File: src/rtl/updown_mod_counter.sv
// updown_mod_counter: up/down modulo counter with wrap/saturate, parallel load and prescaler.
// Reset is asynchronous and active-low on rst.
module updown_mod_counter #(
    parameter int WIDTH    = 4,
    parameter int MOD_VAL  = 16,
    parameter int PRESCALE = 1
) (
    input  logic             clk,
    input  logic             rst,
    input  logic             en,
    input  logic             up_dn,
    input  logic             sat,
    input  logic             load,
    input  logic [WIDTH-1:0] load_val,
    output logic [WIDTH-1:0] q,
    output logic             tick,
    output logic             tc,
    output logic             zero
);
    localparam int PW = (PRESCALE > 1) ? $clog2(PRESCALE) : 1;
    localparam logic [WIDTH-1:0] MAX = WIDTH'(MOD_VAL - 1);
    localparam logic [PW-1:0] PLAST = PW'(PRESCALE - 1);

    generate
        if (WIDTH < 1 || MOD_VAL < 2 || ((MOD_VAL - 1) >> WIDTH) != 0 || PRESCALE < 1) begin : g_bad
            $error("updown_mod_counter: illegal parameters");
        end
    endgenerate

    logic [PW-1:0]    pcnt;
    logic             step;
    logic             at_lim;
    logic [WIDTH-1:0] q_nxt;

    // the limit depends on direction, so wrap/saturate never exceeds MAX or underflows
    always_comb begin
        step   = en && pcnt == PLAST;
        at_lim = up_dn ? q == MAX : q == '0;
        q_nxt  = at_lim ? (sat ? q : (up_dn ? '0 : MAX)) : (up_dn ? q + 1'b1 : q - 1'b1);
    end

    always_ff @(posedge clk or negedge rst) begin
        if (!rst) begin
            q    <= '0;
            pcnt <= '0;
            tick <= 1'b0;
            tc   <= 1'b0;
        end else if (load) begin
            q    <= (load_val > MAX) ? MAX : load_val;
            pcnt <= '0;
            tick <= 1'b0;
            tc   <= 1'b0;
        end else if (en) begin
            pcnt <= step ? '0 : pcnt + 1'b1;
            tick <= step;
            tc   <= step && at_lim;
            if (step) q <= q_nxt;
        end else begin
            tick <= 1'b0;
            tc   <= 1'b0;
        end
    end

    assign zero = q == '0;
endmodule

File: config.mk
export PLATFORM = sky130hd
export DESIGN_NAME = updown_mod_counter
export DESIGN_NICKNAME = d
export VERILOG_FILES = /design/src/rtl/updown_mod_counter.sv
export SDC_FILE = /design/constraint.sdc
export NUM_CORES = 1
export LEC_CHECK = 0
export CAP_MARGIN = 15
export CORE_AREA = 2 2 39 41
export DETAILED_ROUTE_END_ITERATION = 16
export DIE_AREA = 0 0 41 43
export DONT_BUFFER_PORTS = 1
export SETUP_SLACK_MARGIN = 0.02
export SLEW_MARGIN = 30
export SYNTH_ARGS = -nofsm -noshare
export SYNTH_HDL_FRONTEND = slang
export SYNTH_SLANG_ARGS = --single-unit
export TNS_END_PERCENT = 5
File: constraint.sdc
create_clock -name clk -period 3.4 [get_ports clk]
set_input_delay 0.68 -clock clk [delete_from_list [all_inputs] [get_ports clk]]
set_output_delay 0.68 -clock clk [all_outputs]
set_load 0.03 [all_outputs]
==> run summary <==
H-Tree Depth = 1
FF+latch count, synth = 7
critical path class = reg2out
DP HPWL = 826 um
Hold Crit Class = in2async
postcts setup bufs = 0
FMAX = 433 MHz
Crit. Startpoint = q[0]
routed via count = 400
mapped cell area = 492 um2
unrepaired setup endpoints after global routing = false
drt first pass iters = 2
CTS Root Buffer Type = clkbuf_4
CP required = 2720 ps
post-synth top area cell = dfrtp_1
share of the synthesized area in the top cell type = 35.6%
total nets after synthesis = 63
largest family of logic cells by synthesized area = simple AND/OR/NAND/NOR gates
# port buffers = 0
Cells after Synth = 50
Die W = 41 um
Synth Area in XOR/XNOR = 3.56%
post-route setup TNS = 0 ps
Starting Density = 35.5%
hold buffer count at CTS = 0
pin count of the biggest net entering global routing = 13
Clock Pin Slew Worst Setup and Hold Paths = 60 ps
Post-Synth Adder-Cell Area = 9.16%
Avg WL per Cell = 14.9 um
grt total ovfl = 0
fin. max-slew vios = 0
Yosys cell types = 32
clk_skew = 10.7 ps
CP max FO = 8
Layout area overhead = 8.65%
Ant. Diodes = 0
number of global-route vias before repair = 391
CTS tree = yes
Pwr per Cell Area = 488 nW/um2
slew margin rel. = 68.5%
clk sinks = 7
initial antenna violation count = 0
simple-gate share of the synthesized area = 25.2%
Final min period = 2310 ps
placed cell count = 65
CTS Buf Count = 3
drt total wl = 1030 um
P_leak = 0.000215 uW
Core Rows = 14
Die ar. = 1760 um2
Worst Path Arrival = 1630 ps
Crit. End Element = output port
syn avg cell area = 9.83 um2
fraction of layout cells with a size suffix above 1 = 18.9%
final core utilization = 38.6%
Layout Nets = 67
first-pass GRT wire length = 1720 um
worst skew pair latency = 260 ps
synth warn = 0
IO Pins = 17
final cell count without fillers = 69
compound-cell area share of the yosys netlist = 21.1%
Core ar. = 1380 um2
die height = 43 um
mux share of post-synthesis cell area = 2.29%
Finished Cell Area = 534 um2
Worst-Margin Slew = 472 ps
ANT nets after route = 0
crit start category = flop
GR Util All Layers = 14.9%
synth top area cells = dfrtp_1, ha_1, fa_1
sequential area share after synthesis = 35.6%
Setup-failing EPs final = 0
CTS Buffer Depth = 2
Peak VDD IR = 214 uV
PostCTS Resize Cnt = 0
reg2reg start = q[0]
routability cong. = 0.676
initial DRC count = 7
fin crit share = 67.9%
status = finished, final reports clean
Placed Area = 508 um2
Max Cap Viol = 0
Pwr Total = 261 uW
Fin. Hold Viols = 0
# DRC = 0
Via-to-Cell Ratio = 5.80
synthesized netlist by cell type (all sizes together):
cell type	count
a21oi	3
a221oi	2
a2bb2oi	1
a31oi	1
clkbuf	1
dfrtp	7
fa	1
ha	2
inv	3
mux2	1
nand2	2
nand2b	2
nand3	4
nor2	2
nor2b	1
nor3	2
nor3b	2
nor4	2
nor4b	1
o211ai	1
o21a	1
o21ai	2
o21bai	1
o31ai	1
or4	2
xnor2	1
xor2	1
area by class of cell:
class                           count  area, um2
Multi-Input combinational cell     39        302
Inverter                            3       11.3
Clock buffer                        4       26.3
Fill cell                         143        850
Sequential cell                     7        175
Tap cell                           16       20.0
cell usage in the layout, fill, tap and decap left out, types with 2 or more instances in the layout:
| master | n |
|---|---|
| dfrtp_1 | 7 |
| nand3_1 | 4 |
| a21oi_1 | 3 |
| clkbuf_4 | 3 |
| inv_1 | 2 |
| nor2_1 | 2 |
| nand2_1 | 2 |
| nand2b_1 | 2 |
| nor3_1 | 2 |
| nor4_1 | 2 |
| ha_1 | 2 |
critical path: stages (launching register included):
cell     delay [ps]
dfrtp_1         550
or4_4           630
inv_2           180
per-layer routing:
metal  wire, um  share of wire [%]  track usage (%)
met1        470                 46             19.9
met2        432                 42             18.4
met3         83                8.1             5.24
met5          0                  0                0
met4         40                3.9             12.0
stage by stage:
stage	hold WS [ps]	setup WS, ps
finish	106	1090
floorplan	384	1420
global placement	385	1390
detailed placement	385	1360
CTS	104	1080
global route	103	1050
path summary, 6_finish.rpt:
kind                            slack, ps    to  cells past startpoint
worst max-delay path                 1090  zero                      2
worst min-delay path                  110  q[0]                      0
worst max register to register       1460  q[3]                      5
worst min register to register        470  tick                      1
max in group asynchronous            3210  tick                      0
min in group clk                      470  tick                      1
registers in the layout, summed over array words and instances (netlist names):
| name | flops |
|---|---|
| q | 4 |
| pcnt | 1 |
| tc | 1 |
| tick | 1 |
kinds of logic (layout without fill, tap and decap cells):
family                   Yosys count  after routing
AO/OA/AOI/OAI                     13             13
XOR/XNOR                           2              2
adder cells (fa/ha/maj)            3              3
buffers and inverters              4              7
flip-flops                         7              7
multiplexers                       1              1
AND/OR/NAND/NOR                   20             20
where the power goes:
group	switching, uW	internal [uW]
Clock	33.0	44.9
Sequential	31.0	91.2
Combinational	30.1	30.4
Total	94.0	167
No activity file was read; power rests on OpenSTA's default activity.
